===== config.mk =====
export PLATFORM = sky130hd
export DESIGN_NAME = pitch_frac_search_flat
export DESIGN_NICKNAME = d
export VERILOG_FILES = /design/src/rtl/pitch_frac_search_pkg.sv /design/src/rtl/pitch_frac_search_if.sv /design/src/rtl/pitch_frac_search.sv /design/src/flat_wrapper.sv
export SDC_FILE = /design/constraint.sdc
export NUM_CORES = 1
export LEC_CHECK = 0
export ABC_AREA = 0
export BUFFER_PORTS_ARGS = -buffer_cell sky130_fd_sc_hd__buf_2
export CAP_MARGIN = 20
export CORE_MARGIN = 2
export CORE_UTILIZATION = 33
export CTS_CLUSTER_SIZE = 30
export DETAILED_ROUTE_END_ITERATION = 7
export SYNTH_ARGS = -nofsm -noshare
export SYNTH_HDL_FRONTEND = slang
export SYNTH_SLANG_ARGS = --single-unit

===== constraint.sdc =====
create_clock -name clk -period 7.5 [get_ports clk]
set_input_delay 1.875 -clock clk [delete_from_list [all_inputs] [get_ports clk]]
set_output_delay 1.875 -clock clk [all_outputs]
set_load 0.005 [all_outputs]

===== src/rtl/pitch_frac_search_pkg.sv =====
// Shared pitch-search constants and the sequencer state encoding.
// Imported by the fractional pitch sequencer and its interpolator port bundle.
package pitch_frac_search_pkg;
    localparam int LAG_LIMIT = 84;
    localparam int FRAC_MIN  = -2;
    localparam int FRAC_MAX  = 2;
    localparam int UP_SAMP   = 3;

    typedef logic [2:0] state_t;

    localparam logic [2:0] S_IDLE   = 3'd0;
    localparam logic [2:0] S_LAUNCH = 3'd1;
    localparam logic [2:0] S_WAIT   = 3'd2;
    localparam logic [2:0] S_ADJUST = 3'd3;
    localparam logic [2:0] S_DONE   = 3'd4;

    localparam logic signed [15:0] MAX_INIT = 16'sh8000;
endpackage


===== src/rtl/pitch_frac_search_if.sv =====
// Port bundle between the fractional pitch sequencer and the shared 1/3 interpolator.
// Handshake: the master pulses interp_start for one cycle with interp_x/interp_frac and holds
// them until the slave pulses interp_done; interp_result is valid only while interp_done=1.
interface pitch_frac_search_if;
    logic               interp_start;
    logic [11:0]        interp_x;
    logic signed [15:0] interp_frac;
    logic               interp_done;
    logic signed [15:0] interp_result;

    modport master (
        output interp_start,
        output interp_x,
        output interp_frac,
        input  interp_done,
        input  interp_result
    );

    modport slave (
        input  interp_start,
        input  interp_x,
        input  interp_frac,
        output interp_done,
        output interp_result
    );
endinterface


===== src/rtl/pitch_frac_search.sv =====
// G.729 Pitch_fr3 sequencer: runs the interpolator for each fraction around t0,
// keeps the strict maximum and returns the lag/fraction in the {-1,0,1} form.
module pitch_frac_search #(
    parameter int LAG_LIMIT = pitch_frac_search_pkg::LAG_LIMIT,
    parameter int FRAC_MIN  = pitch_frac_search_pkg::FRAC_MIN,
    parameter int FRAC_MAX  = pitch_frac_search_pkg::FRAC_MAX
) (
    input  logic                clk,
    input  logic                reset,
    input  logic                start,
    input  logic signed [15:0]  t0,
    input  logic [11:0]         corr_addr,
    input  logic                first_subfr,
    pitch_frac_search_if.master interp,
    output logic signed [15:0]  t0_out,
    output logic signed [15:0]  frac_out,
    output logic                done,
    output logic [2:0]          state_dbg
);
    import pitch_frac_search_pkg::state_t;
    import pitch_frac_search_pkg::S_IDLE;
    import pitch_frac_search_pkg::S_LAUNCH;
    import pitch_frac_search_pkg::S_WAIT;
    import pitch_frac_search_pkg::S_ADJUST;
    import pitch_frac_search_pkg::S_DONE;
    import pitch_frac_search_pkg::MAX_INIT;

    localparam logic signed [15:0] FMIN = 16'(FRAC_MIN);
    localparam logic signed [15:0] FMAX = 16'(FRAC_MAX);
    localparam logic signed [15:0] LIM  = 16'(LAG_LIMIT);

    state_t             state;
    logic signed [15:0] t0_q;
    logic [11:0]        addr_q;
    logic signed [15:0] cur_frac;
    logic signed [15:0] max_q;
    logic signed [15:0] best_frac;

    // x/frac stay on the bus through WAIT since the interpolator samples them late.
    assign interp.interp_start = (state == S_LAUNCH);
    assign interp.interp_x     = addr_q;
    assign interp.interp_frac  = cur_frac;
    assign done                = (state == S_DONE);
    assign state_dbg           = state;

    always_ff @(posedge clk) begin
        if (reset) begin
            state     <= S_IDLE;
            t0_q      <= '0;
            addr_q    <= '0;
            cur_frac  <= '0;
            max_q     <= '0;
            best_frac <= '0;
            t0_out    <= '0;
            frac_out  <= '0;
        end else begin
            case (state)
                S_IDLE: begin
                    if (start) begin
                        t0_q <= t0;
                        if (first_subfr && (t0 > LIM)) begin
                            // Early exit reuses ADJUST with a zero fraction to land done two cycles out.
                            best_frac <= '0;
                            t0_out    <= t0;
                            frac_out  <= '0;
                            state     <= S_ADJUST;
                        end else begin
                            addr_q    <= corr_addr;
                            cur_frac  <= FMIN;
                            max_q     <= MAX_INIT;
                            best_frac <= FMIN;
                            state     <= S_LAUNCH;
                        end
                    end
                end
                S_LAUNCH: state <= S_WAIT;
                S_WAIT: begin
                    if (interp.interp_done) begin
                        if (interp.interp_result > max_q) begin
                            max_q     <= interp.interp_result;
                            best_frac <= cur_frac;
                        end
                        if (cur_frac == FMAX) begin
                            state <= S_ADJUST;
                        end else begin
                            cur_frac <= cur_frac + 16'sd1;
                            state    <= S_LAUNCH;
                        end
                    end
                end
                S_ADJUST: begin
                    if (best_frac == FMIN) begin
                        t0_out   <= t0_q - 16'sd1;
                        frac_out <= 16'sd1;
                    end else if (best_frac == FMAX) begin
                        t0_out   <= t0_q + 16'sd1;
                        frac_out <= -16'sd1;
                    end else begin
                        t0_out   <= t0_q;
                        frac_out <= best_frac;
                    end
                    state <= S_DONE;
                end
                S_DONE:  state <= S_IDLE;
                default: state <= S_IDLE;
            endcase
        end
    end
endmodule

===== src/flat_wrapper.sv =====
// flat-port wrapper written by rule: the top's interface ports become plain ports
module pitch_frac_search_flat import pitch_frac_search_pkg::state_t; import pitch_frac_search_pkg::S_IDLE; import pitch_frac_search_pkg::S_LAUNCH; import pitch_frac_search_pkg::S_WAIT; import pitch_frac_search_pkg::S_ADJUST; import pitch_frac_search_pkg::S_DONE; import pitch_frac_search_pkg::MAX_INIT;
#(
    parameter int LAG_LIMIT = pitch_frac_search_pkg::LAG_LIMIT,
    parameter int FRAC_MIN  = pitch_frac_search_pkg::FRAC_MIN,
    parameter int FRAC_MAX  = pitch_frac_search_pkg::FRAC_MAX
)
  (clk, reset, start, t0, corr_addr, first_subfr, t0_out, frac_out, done, state_dbg, interp_interp_start, interp_interp_x, interp_interp_frac, interp_interp_done, interp_interp_result);
  pitch_frac_search_if interp_i ();
  input  logic clk;
  input  logic reset;
  input  logic start;
  input  logic signed [15:0] t0;
  input  logic [11:0] corr_addr;
  input  logic first_subfr;
  output logic signed [15:0] t0_out;
  output logic signed [15:0] frac_out;
  output logic done;
  output logic [2:0] state_dbg;
  output wire logic [$bits(interp_i.interp_start)-1:0] interp_interp_start;
  output wire logic [$bits(interp_i.interp_x)-1:0] interp_interp_x;
  output wire logic [$bits(interp_i.interp_frac)-1:0] interp_interp_frac;
  input wire logic [$bits(interp_i.interp_done)-1:0] interp_interp_done;
  input wire logic [$bits(interp_i.interp_result)-1:0] interp_interp_result;
  assign interp_interp_start = interp_i.interp_start;
  assign interp_interp_x = interp_i.interp_x;
  assign interp_interp_frac = interp_i.interp_frac;
  assign interp_i.interp_done = interp_interp_done;
  assign interp_i.interp_result = interp_interp_result;
  pitch_frac_search #(.LAG_LIMIT(LAG_LIMIT), .FRAC_MIN(FRAC_MIN), .FRAC_MAX(FRAC_MAX)) u_core (.clk(clk), .reset(reset), .start(start), .t0(t0), .corr_addr(corr_addr), .first_subfr(first_subfr), .interp(interp_i), .t0_out(t0_out), .frac_out(frac_out), .done(done), .state_dbg(state_dbg));
endmodule

== Word-level counts from Yosys, hierarchy flattened ==
Index checks and enable logic that the tools add are counted.
W data, S select, Z words.

* $add $sub $neg: 3
* Order comparisons: 2
* Eq/ne operators: 13
* Mux-type cells: 30
* Bitwise gates (word level): 1
* Reductions and logical operators: 11

{| class="wikitable"
|+ Operators with widths
! cell !! number
|-
| $mux W16 || 20
|-
| $pmux W16 S2 || 5
|-
| $add A16 B2 Y16 const B || 2
|-
| $eq A16 B3 Y1 const B || 2
|-
| $eq A16 B2 Y1 const B || 1
|-
| $gt A16 B16 Y1 || 1
|-
| $gt A16 B8 Y1 const B || 1
|-
| $sub A16 B2 Y16 const B || 1
|-
| $pmux W3 S4 || 1
|-
| $reduce_and A5 Y1 || 2
|-
| $ne A2 B2 Y1 const B || 4
|-
| $eq A3 B2 Y1 const B || 2
|-
| $mux W3 || 2
|-
| $reduce_and A3 Y1 || 2
|-
| $mux W2 || 2
|-
| $ne A2 B1 Y1 const B || 2
|-
| $reduce_and A2 Y1 || 2
|-
| $reduce_and A4 Y1 || 1
|-
| $reduce_bool A2 Y1 || 2
|-
| $eq A3 B1 Y1 const B || 1
|-
| $eq A3 B3 Y1 const B || 1
|-
| $logic_not A3 Y1 || 1
|-
| $logic_and A1 B1 Y1 || 1
|-
| $not A1 Y1 || 1
|}

* Flip-flop bits (word level): 111
* Input port bits: 49

== Logic depth before layout (Yosys ltp) ==
* Depth in word-level cells: 5
* Mapped depth: 10
* Depth with buffers taken out: 9

== Worst setup path before layout ==
Ideal clock, no wire load.

* Path type: input to register
* Start point: input interp_interp_result[7]
* End point: register u_core.best_frac[10]
* Setup time: 116 ps
* Arrival: 3,649 ps
* Slack: 3,735 ps
* Cell stages on the path: 9
* Path through: ha_1 > a21oi_1 > o21a_1 > o221ai_1 > a2111o_1 > a41oi_2 > buf_2 > nor2_1 > a31o_1

* Longest elaborated chain between the ends: 3

{| class="wikitable"
|+ RTL lines
! what !! line !! RTL
|-
| from (decl) || flat_wrapper.sv:24 || <nowiki>input wire logic [$bits(interp_i.interp_result)-1:0] interp_interp_result;</nowiki>
|-
| $gt A16 B16 Y1 || pitch_frac_search.sv:79 || <nowiki>if (interp.interp_result > max_q) begin</nowiki>
|-
| $ne A2 B1 Y1 (no line) || n/a ||
|-
| $reduce_and A4 Y1 (no line) || n/a ||
|-
| to (signal assigned) || pitch_frac_search.sv:81 || <nowiki>best_frac <= cur_frac;</nowiki>
|-
| to (decl) || pitch_frac_search.sv:37 || <nowiki>logic signed [15:0] best_frac;</nowiki>
|}

No other way between the ends.
A chain may end at the register's enable or synchronous reset.

== Final worst setup path ==
* Start point: input interp_interp_result[5]
* End point: register u_core.max_q[1]

* Longest elaborated chain between the ends: 3

{| class="wikitable"
|+ RTL lines
! what !! line !! RTL
|-
| $gt A16 B16 Y1 || pitch_frac_search.sv:79 ||
|-
| $ne A2 B1 Y1 (no line) || n/a ||
|-
| $reduce_and A5 Y1 (no line) || n/a ||
|-
| to (signal assigned) || pitch_frac_search.sv:80 || <nowiki>max_q <= interp.interp_result;</nowiki>
|-
| to (decl) || pitch_frac_search.sv:36 || <nowiki>logic signed [15:0] max_q;</nowiki>
|}

No other way between the ends.

==> qor.yml <==
status: "completed"
synth_top_family_by_area: "simple AND/OR/NAND/NOR gates"
final_layout_size_suffix_gt1_share_pct: 18.4
finalSetupTns_ns: 0
crit_required_ns: 7.80
yosys.area_share.adder_pct: 4.51
synth-xor-area-share_pct: 4.10
syn2layout_area_growth_pct: 18.2
die_x_um: 134
arrival_ns: 4.13
post_drt_wl_per_cell_um: 15.6
synthCells: 695
first_iter_violations: 375
diodes: 0
leakage_uw: 0.00258
slew_headroom_pct: 27.2
tightest_slew_ns: 1.09
instances_no_fill: 1006
track_usage_pct: 17.5
avgSynthCellArea_um2: 7.99
max_freq_mhz: 261
fillers: 1726
syn_nets: 764
io_buffers: 113
cts_hold_buffers: 0
grt.busiest_layer: "met2"
maxSlewViolCount: 0
cts_buffers: 9
use_met2_pct: 26.7
core_area_mm2: 0.0165
final_net_count: 851
antenna_found_initial: 0
fin_crit_sh_pct: 51.0
post-route-util_pct: 39.7
min_period_ns: 3.83
synth_top_area_cell: "dfxtp_1"
ys_types: 62
post-place-cells: 990
ys_ff_latch: 111
crit_type: "primary input to register"
setup_viol: 0
ys_warn_count: 0
seqCellArea_mm2: 0.00222
ctsResizeCount: 0
cts_setup_buffers: 0
clockRootBuffer: "clkbuf_16"
cp_cell_sequence: "buf_2, ha_1, a21oi_1, o21a_1, o221ai_1, a2111o_1, o211ai_2, or2_1, mux2i_1"
synth_area_leaders: "dfxtp_1, nand2_1, a21oi_1"
critPathMaxFanout: 9
dieArea_mm2: 0.0179
synth_compound_area_share_pct: 20.3
routed_via_density: 5.14
synth_edf_count: 0
dp_slack_ns: 3.28
synthSimpleGateAreaFrac_pct: 23.0
rsz0062_at_grt: "false"
vias: 5170
met3_usage_pct: 5.37
critPathCaptureType: "register"
synthArstFlopShare_pct: 0
yosysMostFrequentCell: "nand2_1"
muxShareOfSynthArea_pct: 3.42
yosysSeqAreaShare_pct: 40.0
ir_drop_mv: 0.122
syn_area_mm2: 0.00555
first_pass_iters: 5
grtUsageMet1_pct: 24.5
die_h_um: 134
grt_pass1_vias: 4710
insertion_delay_ns: 0.37
io_pins: 114
fin_ws_ns: 3.67
gp_congestion: 0.851
grt_start_max_net_pins: 80
cts_tree: "yes"
grt_pass1_wl_mm: 24.9
finalPower_uw: 1430
htreeDepth: 3
path_clk_slew_ns: 0.08
ys_top_cells_by_count: "nand2_1, dfxtp_1, a21oi_1"
drt.antenna.violating_nets: 0
fp-row-count: 47
maxCapViolCount: 0
synth_top_area_share_pct: 40.0
slowest_stage: "a2111o_1"
power_density_mw_per_mm2: 218
cpPeakStageDelay_ns: 0.48
routed_wl_mm: 15.7
start_kind: "primary input"
hold_class: "register to register"
clock_sinks: 111
clockBufferDepth: 2
skew_ns: 0.00732
multiInputGateArea_mm2: 0.00308
synth_flop_cell: "dfxtp_1"
drc_errors: 0
hold_viol_final: 0
dp.final_hpwl_mm: 11.2
initial_utilization_pct: 33.6
overflow: 0
==> report_power, final <==
part	internal (uW)	switching, uW
Combinational	95.4	140
Sequential	634	54.0
Clock	270	238
==> cells in the final DEF, fill, tap and decap left out, types with 4 or more instances in the layout <==
master,synthesis,routed
nand3_1,16,16
nor4_1,12,11
or3_1,4,4
o21ai_1,7,7
xnor2_1,18,18
nand4_1,16,16
xor2_1,8,8
dfxtp_1,111,111
clkbuf_16,0,9
ha_1,20,20
and3_1,5,5
buf_4,1,4
inv_1,24,24
a22oi_1,4,4
o21ai_0,36,36
a31oi_1,4,4
nor2_1,61,61
a31o_1,16,16
and4_1,6,6
a222oi_1,6,6
nand2_1,127,127
nor3_1,11,11
a21oi_1,71,71
o211ai_1,6,6
buf_2,10,113
mux2i_1,19,19
==> critical path: cells and delay by family <==
family                   cells  cell delay [ns]
adder cells (fa/ha/maj)      1             0.30
AND/OR/NAND/NOR              1             0.47
AO/OA/AOI/OAI                5             1.15
multiplexers                 1             0.24
buffers and inverters        1             0.11
==> path summary, 6_finish.rpt <==
path         cells after the start                  to                    start  slack, ns
max                              9     u_core.max_q[1]  interp_interp_result[5]       3.67
max reg2reg                      6     u_core.max_q[0]      u_core.state_dbg[1]       4.83
min                              2  u_core.frac_out[5]       u_core.frac_out[5]       0.45
min reg2reg                      2  u_core.frac_out[5]       u_core.frac_out[5]       0.45
==> kinds of logic after synthesis <==
| group | after synthesis |
|---|---|
| and+or+nand+nor | 277 |
| buffers and inverters | 65 |
| muxes | 19 |
| AOI/OAI and AO/OA | 177 |
| DFF | 111 |
| xor gates and xnor gates | 26 |
| adders and majority gates | 20 |
==> cell type report <==
| type | count | share of cell area, % |
|---|---|---|
| clock buffers | 10 | 3.64 |
| clock inverters | 5 | 0.991 |
| inverters | 24 | 1.37 |
| multi-input cells | 519 | 46.9 |
| flip-flops and latches | 111 | 33.8 |
| well taps | 220 | 4.19 |
| repair buffers | 117 | 9.07 |
==> state kept, by name, indices dropped and copies added (netlist names) <==
signal,count
u_core.state_dbg,3
u_core.interp.interp_x,12
u_core.best_frac,16
u_core.t0_q,16
u_core.interp.interp_frac,16
u_core.max_q,16
u_core.t0_out,16
u_core.frac_out,16
==> stage by stage <==
stage / instance area [um2] / hold slack [ns]
after global routing: 6570 / 0.469
after CTS: 6560 / 0.453
after detailed placement: 6250 / 0.442
after global placement: 6250 / 0.436
final: 6570 / 0.451
after floorplan: 5550 / 0.435
==> per-layer routing <==
layer  wire, um  part of all wire [%]
met5          0                     0
met4        150                  0.96
met3        822                   5.2
met2       7030                    45
met1       7660                    49
Power figures use the tool's default switching activity.
